$ cat config.mk
export PLATFORM = sky130hd
export DESIGN_NAME = wb_arbiter
export DESIGN_NICKNAME = d
export VERILOG_FILES = /design/src/rtl/core_pkg.sv /design/src/rtl/wb_fifo.sv /design/src/rtl/wb_arbiter.sv
export SDC_FILE = /design/constraint.sdc
export NUM_CORES = 1
export LEC_CHECK = 0
export BUFFER_PORTS_ARGS = -buffer_cell sky130_fd_sc_hd__buf_2
export CAP_MARGIN = 0
export CORE_MARGIN = 2
export CORE_UTILIZATION = 30
export CTS_BUF_LIST = sky130_fd_sc_hd__clkbuf_8 sky130_fd_sc_hd__clkbuf_16
export DETAILED_ROUTE_END_ITERATION = 6
export HOLD_SLACK_MARGIN = 0.12
export SLEW_MARGIN = 20
export SYNTH_ARGS = -nofsm -noshare
export SYNTH_HDL_FRONTEND = slang
export SYNTH_SLANG_ARGS = --single-unit
$ cat constraint.sdc
create_clock -name clk -period 3.55 [get_ports clk]
set_input_delay 0.355 -clock clk [delete_from_list [all_inputs] [get_ports clk]]
set_output_delay 0.355 -clock clk [all_outputs]
set_load 0.01 [all_outputs]
$ cat src/rtl/core_pkg.sv
// core_pkg: shared widths, register address and writeback request types
package core_pkg;
  localparam int XLEN = 32;
  localparam int RAW = 5;
  localparam int NREG = 2 ** RAW;
  typedef logic [RAW-1:0] reg_addr_t;
  typedef struct packed {
    reg_addr_t dest;
    logic [XLEN-1:0] data;
  } wb_req_t;
  function automatic logic [NREG-1:0] onehot(input reg_addr_t a);
    return {{(NREG-1){1'b0}}, 1'b1} << a;
  endfunction
endpackage

$ cat src/rtl/wb_fifo.sv
// wb_fifo: synchronous FIFO of writeback requests with full/empty flags
module wb_fifo
  import core_pkg::*;
#(
  parameter int DEPTH = 2
) (
  input  logic    clk,
  input  logic    rst,
  input  logic    push,
  input  logic    pop,
  input  wb_req_t push_data,
  output wb_req_t head,
  output logic    full,
  output logic    empty
);
  localparam int AW = $clog2(DEPTH);
  localparam int CW = AW + 1;
  wb_req_t mem_q [DEPTH];
  logic [AW-1:0] wr_q, wr_d, rd_q, rd_d;
  logic [CW-1:0] cnt_q, cnt_d;
  // pointers wrap naturally because DEPTH is a power of two
  always_comb begin
    wr_d = rst ? '0 : wr_q + AW'(push);
    rd_d = rst ? '0 : rd_q + AW'(pop);
    cnt_d = rst ? '0 : cnt_q + CW'(push) - CW'(pop);
  end
  // pointer and occupancy state
  always_ff @(posedge clk) begin
    wr_q <= wr_d;
    rd_q <= rd_d;
    cnt_q <= cnt_d;
  end
  // storage needs no reset; occupancy alone decides validity
  always_ff @(posedge clk) begin
    if (push && !rst) mem_q[wr_q] <= push_data;
  end
  assign head = mem_q[rd_q];
  assign full = cnt_q == CW'(DEPTH);
  assign empty = cnt_q == '0;
endmodule

$ cat src/rtl/wb_arbiter.sv
// wb_arbiter: merges pipeline and MDU writebacks and tracks pending MDU destinations
module wb_arbiter
  import core_pkg::*;
#(
  parameter int FIFO_DEPTH = 2,
  parameter int STARVE_MAX = 4
) (
  input  logic            clk,
  input  logic            rst,
  input  logic            pipe_wb_en,
  input  logic [RAW-1:0]  pipe_wb_dest,
  input  logic [XLEN-1:0] pipe_wb_data,
  output logic            wb_hold,
  input  logic            mdu_issue,
  input  logic [RAW-1:0]  mdu_issue_dest,
  input  logic            mdu_valid,
  output logic            mdu_ready,
  input  logic [RAW-1:0]  mdu_dest,
  input  logic [XLEN-1:0] mdu_data,
  input  logic [RAW-1:0]  rs1_addr,
  input  logic [RAW-1:0]  rs2_addr,
  input  logic [RAW-1:0]  rd_addr,
  output logic            hazard_stall,
  output logic            rg_wrt_en,
  output logic [RAW-1:0]  rg_wrt_dest,
  output logic [XLEN-1:0] rg_wrt_data
);
  localparam int SW = $clog2(STARVE_MAX + 1);
  wb_req_t head;
  logic full, empty, push, pop, pipe_c, starved;
  logic [SW-1:0] starve_q, starve_d;
  logic [NREG-1:0] pend_q, pend_d;
  logic en_q, en_d;
  reg_addr_t dest_q, dest_d;
  logic [XLEN-1:0] data_q, data_d;
  wb_fifo #(.DEPTH(FIFO_DEPTH)) u_fifo (
    .clk(clk),
    .rst(rst),
    .push(push),
    .pop(pop),
    .push_data('{dest: mdu_dest, data: mdu_data}),
    .head(head),
    .full(full),
    .empty(empty)
  );
  assign mdu_ready = !full && !rst;
  // x0 results are accepted but never buffered; the register file does not guard x0
  assign push = mdu_valid && mdu_ready && mdu_dest != '0;
  assign pipe_c = pipe_wb_en && pipe_wb_dest != '0;
  assign starved = !empty && starve_q == SW'(STARVE_MAX);
  assign pop = !empty && (starved || !pipe_c);
  assign wb_hold = starved && pipe_wb_en && !rst;
  assign hazard_stall = pend_q[rs1_addr] | pend_q[rs2_addr] | pend_q[rd_addr];
  // arbitration, starvation counter, scoreboard (set beats clear) and output register
  always_comb begin
    starve_d = (rst || empty || pop) ? '0 : starve_q == SW'(STARVE_MAX) ? starve_q : starve_q + 1'b1;
    pend_d = rst ? '0 : ((pend_q & ~(pop ? onehot(head.dest) : '0))
           | ((mdu_issue && mdu_issue_dest != '0) ? onehot(mdu_issue_dest) : '0)) & ~NREG'(1);
    en_d = !rst && (pipe_c || !empty);
    dest_d = rst ? '0 : pop ? head.dest : pipe_c ? pipe_wb_dest : dest_q;
    data_d = rst ? '0 : pop ? head.data : pipe_c ? pipe_wb_data : data_q;
  end
  // registered state
  always_ff @(posedge clk) begin
    starve_q <= starve_d;
    pend_q <= pend_d;
    en_q <= en_d;
    dest_q <= dest_d;
    data_q <= data_d;
  end
  assign rg_wrt_en = en_q;
  assign rg_wrt_dest = dest_q;
  assign rg_wrt_data = data_q;
endmodule

== Yosys cells after proc, flatten, opt, wreduce, memory -nomap -nowiden ==
Memory sizes are Yosys's and may differ from the RTL's. A register that Yosys moved wholly into a read port is not among the register bits.
Cells that the tools add are included.
Cells by class
  shift operators: 2
  equality and inequality tests: 2
  multipliers: 0
  reduce and logical (&&, ||, !) cells: 24
  $lt $le $gt $ge: 3
  divide/modulo/power cells: 0
  muxes and demuxes: 15
  bitwise logic cells: 5
  add/subtract/negate cells: 5
Operators by type and width (count)
  32-bit two-way mux: 4
  1-bit by 5-bit left shift with 32-bit output (first input constant): 2
  32-bit bitwise AND: 1
  32-bit NOT: 1
  32-bit bitwise OR: 1
  5-bit by 6-bit < comparator with 1-bit output (second input constant): 3
  1-bit binary-select mux with 5-bit select: 3
  5-bit nonzero test: 3
  1-bit logical AND: 11
  5-bit two-way mux: 2
  1-bit two-way mux: 6
  1-bit zero test: 4
  1-bit logical OR: 4
  3-bit by 1-bit adder with 3-bit output (second input constant): 1
  3-bit equality test (second input constant): 1
  1-bit adder: 2
  2-bit by 1-bit adder with 2-bit output: 1
  2-bit equality test (second input constant): 1
  2-bit zero test: 1
  1-bit bitwise OR: 2
  2-bit nonzero test: 1
  2-bit by 1-bit subtractor with 2-bit output: 1
Storage, ports and cells
  logic and storage cells: 66
  latch bits: 0
  memory bits (read-only): 0
  output and inout port bits: 41
  memory bits (writable): 74
  memories: 1
  register bits: 77
  bits of input ports: 99
Memory list
  u_fifo.mem_q: depth 2, bits a word 37, rd ports 1, clocked after Yosys merged registers in 1, wr ports 1, RTL line wb_fifo.sv:18  | wb_req_t mem_q [DEPTH];

== Longest topological paths before layout ==
  depth after elaboration: 9
  depth in mapped cells: 14
  mapped depth without buffers: 12

== Hierarchy ==
From an unflattened synthesis, not the netlist that was laid out.
Unflattened totals
  cells, all modules: 628
  area total of the unflattened synthesis: 7066.8 um^2
By module, submodules not included
  wb_arbiter: area an instance 4115.2 um^2, times used 1, cells each 494, sequential area each 1441.4 um^2
  wb_fifo: area an instance 2951.6 um^2, times used 1, cells each 134, sequential area each 2302.2 um^2

== Worst setup path before layout ==
Ideal clock, no wire load.
  path type: flip-flop to flip-flop
  start point: register u_fifo.cnt_q[0]
  end point: memory u_fifo.mem_q[0][0] (netlist bit), enable pin
  clock period less this slack: 3.055 ns
  slack: 0.495 ns
  data arrival time: 2.620 ns
  path buffers: 0
  required time: 3.114 ns
  stages on the path, launching flop included: 5
  path through: dfxtp_1 > inv_1 > a21oi_1 > o211a_1 > nor2b_1
On the way
  longest elaborated chain between the ends: 8
RTL lines
  from (decl): RTL line wb_fifo.sv:20  | logic [CW-1:0] cnt_q, cnt_d;
  from (signal assigned): RTL line wb_fifo.sv:31  | cnt_q <= cnt_d;
  2-bit equality test: RTL line wb_fifo.sv:38  | assign full = cnt_q == CW'(DEPTH);
  1-bit zero test: RTL line wb_arbiter.sv:46  | assign mdu_ready = !full && !rst;
  1-bit logical AND: RTL line wb_arbiter.sv:46
  via mdu_ready: RTL line wb_arbiter.sv:17  | output logic mdu_ready,
  1-bit logical AND (2 in a row): RTL line wb_arbiter.sv:48  | assign push = mdu_valid && mdu_ready && mdu_dest != '0;
  1-bit logical AND: RTL line wb_fifo.sv:35  | if (push && !rst) mem_q[wr_q] <= push_data;
  1-bit two-way mux: RTL line wb_fifo.sv:35
  1-bit two-way mux (not written as such): RTL line wb_fifo.sv:35
  to (decl): RTL line wb_fifo.sv:18
The timed path passes the listed nets, and every way through them passes these cells.

== Worst setup path in the final report ==
  start point: register pend_q[23]
  end point: output port hazard_stall
On the way
  longest elaborated chain between the ends: 4
RTL lines
  from (decl): RTL line wb_arbiter.sv:32  | logic [NREG-1:0] pend_q, pend_d;
  from (signal assigned): RTL line wb_arbiter.sv:66  | pend_q <= pend_d;
  1-bit binary-select mux with 5-bit select: RTL line wb_arbiter.sv:53  | assign hazard_stall = pend_q[rs1_addr] | pend_q[rs2_addr] | pend_q[rd_addr];
  1-bit two-way mux (not written as such): RTL line wb_arbiter.sv:53
  1-bit bitwise OR: RTL line wb_arbiter.sv:53
  1-bit bitwise OR (*): RTL line wb_arbiter.sv:53
  to (decl): RTL line wb_arbiter.sv:23  | output logic hazard_stall,
Every way passes the cells marked *; elsewhere a longest branch is shown, timed or not. The select of a mux whose other input is x is not followed.

==> flow_metrics.env <==
export IMPL_hpwl_um=11700
export IMPL_postCtsHoldBufs=29
export IMPL_p_clk_share_pct=38.2
export IMPL_synth_area_leaders="edfxtp_1, dfxtp_1, mux2i_1, mux2_2, mux4_2"
export IMPL_p_per_area_nw_per_um2=600
export IMPL_synth_compound_area_share_pct=11.5
export IMPL_cts_root_buf="clkbuf_16"
export IMPL_port_buffers=139
export IMPL_grt_pass1_wl_um=26700
export IMPL_r2r_start="starve_q[0]$_SDFFE_PP0P_"
export IMPL_post_synth_and_or_nand_nor_area_fraction_pct=8.60
export IMPL_drt_iter0_drc=317
export IMPL_pwr_share_seq_pct=41.5
export IMPL_comb_power_share_pct=20.3
export IMPL_critical_path_arrival_ps=2280
export IMPL_ys_seq_area_share_pct=55.6
export IMPL_first_pass_iters=4
export IMPL_ys_types=49
export IMPL_numCtsBuffers=17
export IMPL_place_ws_ps=1030
export IMPL_syn_avg_cell_area_sq_um=12.7
export IMPL_drc=0
export IMPL_fin_skew_ps=14.6
export IMPL_intPower_mw=3.73
export IMPL_path_class="flip-flop to output port"
export IMPL_status="completed"
export IMPL_overflow=0
export IMPL_synth_fa_ha_area_share_pct=0.743
export IMPL_drv_slew=0
export IMPL_die_area_sq_um=23700
export IMPL_final_nets=798
export IMPL_layout_drive_gt1_share_pct=34.7
export IMPL_synthMuxAreaShare_pct=20.3
export IMPL_die_h_um=154
export IMPL_track_usage_pct=14.4
export IMPL_cp_end_kind="output port"
export IMPL_maxCapViolations=0
export IMPL_initial_core_util_pct=30.7
export IMPL_die_width_um=154
export IMPL_syn2layout_area_growth_pct=28.5
export IMPL_cp_required_ps=3190
export IMPL_drt_total_wl_um=16800
export IMPL_synth_edf_count=74
export IMPL_finalCritPeriodShare_pct=74.3
export IMPL_hold_viol=0
export IMPL_tightest_slew_ps=955
export IMPL_cp_max_fo=4
export IMPL_cts_setup_buffers=0
export IMPL_post_cts_resized=0
export IMPL_clk_latency_ps=420
export IMPL_min_from="mdu_data[4]"
export IMPL_synth_top_area_share_pct=33.0
export IMPL_grt_max_degree=42
export IMPL_clockBufferDepth=2
export IMPL_final_setup_worst_slack_ps=912
export IMPL_ant_nets=0
export IMPL_synth_seq_cells=150
export IMPL_period_needed_ps=2640
export IMPL_grt_antenna_before_repair=6
export IMPL_cts_sinks=150
export IMPL_setup_tns_ps=0
export IMPL_htreeDepth=4
export IMPL_io_pins=140
export IMPL_p_switching_mw=1.46
export IMPL_yosys_warnings=0
export IMPL_synth_top_cells_by_count="dfxtp_1, edfxtp_1, mux2i_1"
export IMPL_leakage_nw=3.46
export IMPL_slew_headroom_pct=36.4
export IMPL_grt_pass1_vias=4924
export IMPL_setup_viol=0
export IMPL_synth_xor_area_share_pct=0.650
export IMPL_hp_class="input pin to flip-flop"
export IMPL_cp_start_kind="flip-flop"
export IMPL_fp_row_count=54
export IMPL_crit_start="pend_q[23]$_SDFF_PP0_"
export IMPL_gp_congestion=0.819
export IMPL_synth_top_family_by_area="multiplexers"
export IMPL_path_clk_slew_ps=70
export IMPL_synthFlopType="dfxtp_1"
export IMPL_synth_top_area_cell="edfxtp_1"
export IMPL_async_flop_share_pct=0
export IMPL_wl_per_cell_um=17.0
export IMPL_rsz0062_at_grt="no"
export IMPL_peakVddDrop_mv=0.403
export IMPL_max_freq_ghz=0.379
export IMPL_synth_most_common_cell="dfxtp_1"
export IMPL_p_sw_share_pct=28.1
export IMPL_synthCells=530
export IMPL_synth_net_count=633
export IMPL_cts_tree="built"
export IMPL_vias=4892
export IMPL_core_sq_um=22000
export IMPL_syn_area_sq_um=6740
export IMPL_viasPerCell=4.94
## power by group through the flow
stage	logic [mW]	registers, mW	clock network (mW)
detailed placement	1.04	2.19	0
floorplan	0.640	2.21	0
global placement	1.03	2.19	0
CTS	1.07	2.16	2.03
global route	1.15	2.19	2.10
finish	1.05	2.16	1.98
## layout by cell type (no fill, tap or decap), drive strengths merged, types with 2 or more instances in the layout
cell type and instances:
mux2 39, inv 18, edfxtp 74, clkbuf 18, a21oi 29, o2bb2ai 38, xor2 2, dfxtp 76
ha 4, nand2b 5, nand2 44, nand3b 2, mux4 19, clkinv 2, and2 2, and3 5
diode 2, and3b 2, xnor2 3, dlygate4sd3 30, o211ai 2, nand3 7, buf 144, mux2i 50
bufinv 4, or4 3, o21ai 34, nor3 2, nor3b 7, nand4 3, nor2 16, o211a 2
nor2b 11
## flip-flops by register name (all words and copies together), names as in the netlist
| register | flops |
|---|---|
| starve_q | 3 |
| rg_wrt_dest | 5 |
| u_fifo.mem_q | 74 |
| u_fifo.rd_q | 1 |
| rg_wrt_data | 32 |
| pend_q | 31 |
| u_fifo.wr_q | 1 |
| rg_wrt_en | 1 |
| u_fifo.cnt_q | 2 |
## critical path, cell delays in order (launching register included)
cell and delay [ps]:
dfxtp_1 350, mux4_2 470, mux2_2 280, and3_4 180, a2111oi_4 310, nand4_1 110, buf_2 160
## through the flow
stage / instances / util, % / hold slack [ps] / power, mW / cell area, sq um
after global placement: 926 / 35.1 / 434 / 3.22 / 7710
after floorplan: 530 / - / 417 / 2.85 / 6740
after global routing: 988 / 39.4 / 121 / 5.44 / 8660
final: 990 / 39.4 / 134 / 5.19 / 8660
after detailed placement: 926 / 35.1 / 436 / 3.23 / 7710
after CTS: 987 / 39.4 / 121 / 5.26 / 8650
## cells by family (layout without fill, tap and decap cells)
logic type | after synthesis | count (layout)
adders and majority gates | 4 | 4
DFF | 150 | 150
buffers and inverters | 38 | 216
muxes | 108 | 108
AOI/OAI and AO/OA | 112 | 112
xor gates and xnor gates | 5 | 5
other | 0 | 2
and+or+nand+nor | 113 | 113
## layer usage
metal,up-vias,wire length (um),track usage (%)
met2,157,7590,22.3
li1,2352,-,-
met1,2357,7760,19.2
met3,20,1250,4.85
met4,6,202,4.54
met5,-,41,0
## cell type report
| type | count | area (sq um) |
|---|---|---|
| Antenna cell | 2 | 5.00 |
| Clock buffer | 18 | 439 |
| Clock inverter | 14 | 209 |
| Fill cell | 2092 | 13300 |
| Inverter | 10 | 37.5 |
| Multi-Input combinational cell | 342 | 2840 |
| Sequential cell | 150 | 3740 |
| Tap cell | 280 | 350 |
| Timing Repair Buffer | 174 | 1030 |
## worst paths after layout
check / to / slack, ps / cells past startpoint
worst max-delay path: hazard_stall / 910 / 6
worst min-delay path: u_fifo.mem_q[1][4]$_DFFE_PP_ / 130 / 1
worst max register to register: rg_wrt_dest[3]$_SDFFE_PP0P_ / 1430 / 8
worst min register to register: starve_q[0]$_SDFFE_PP0P_ / 450 / 1
Power figures use the tool's default switching activity.
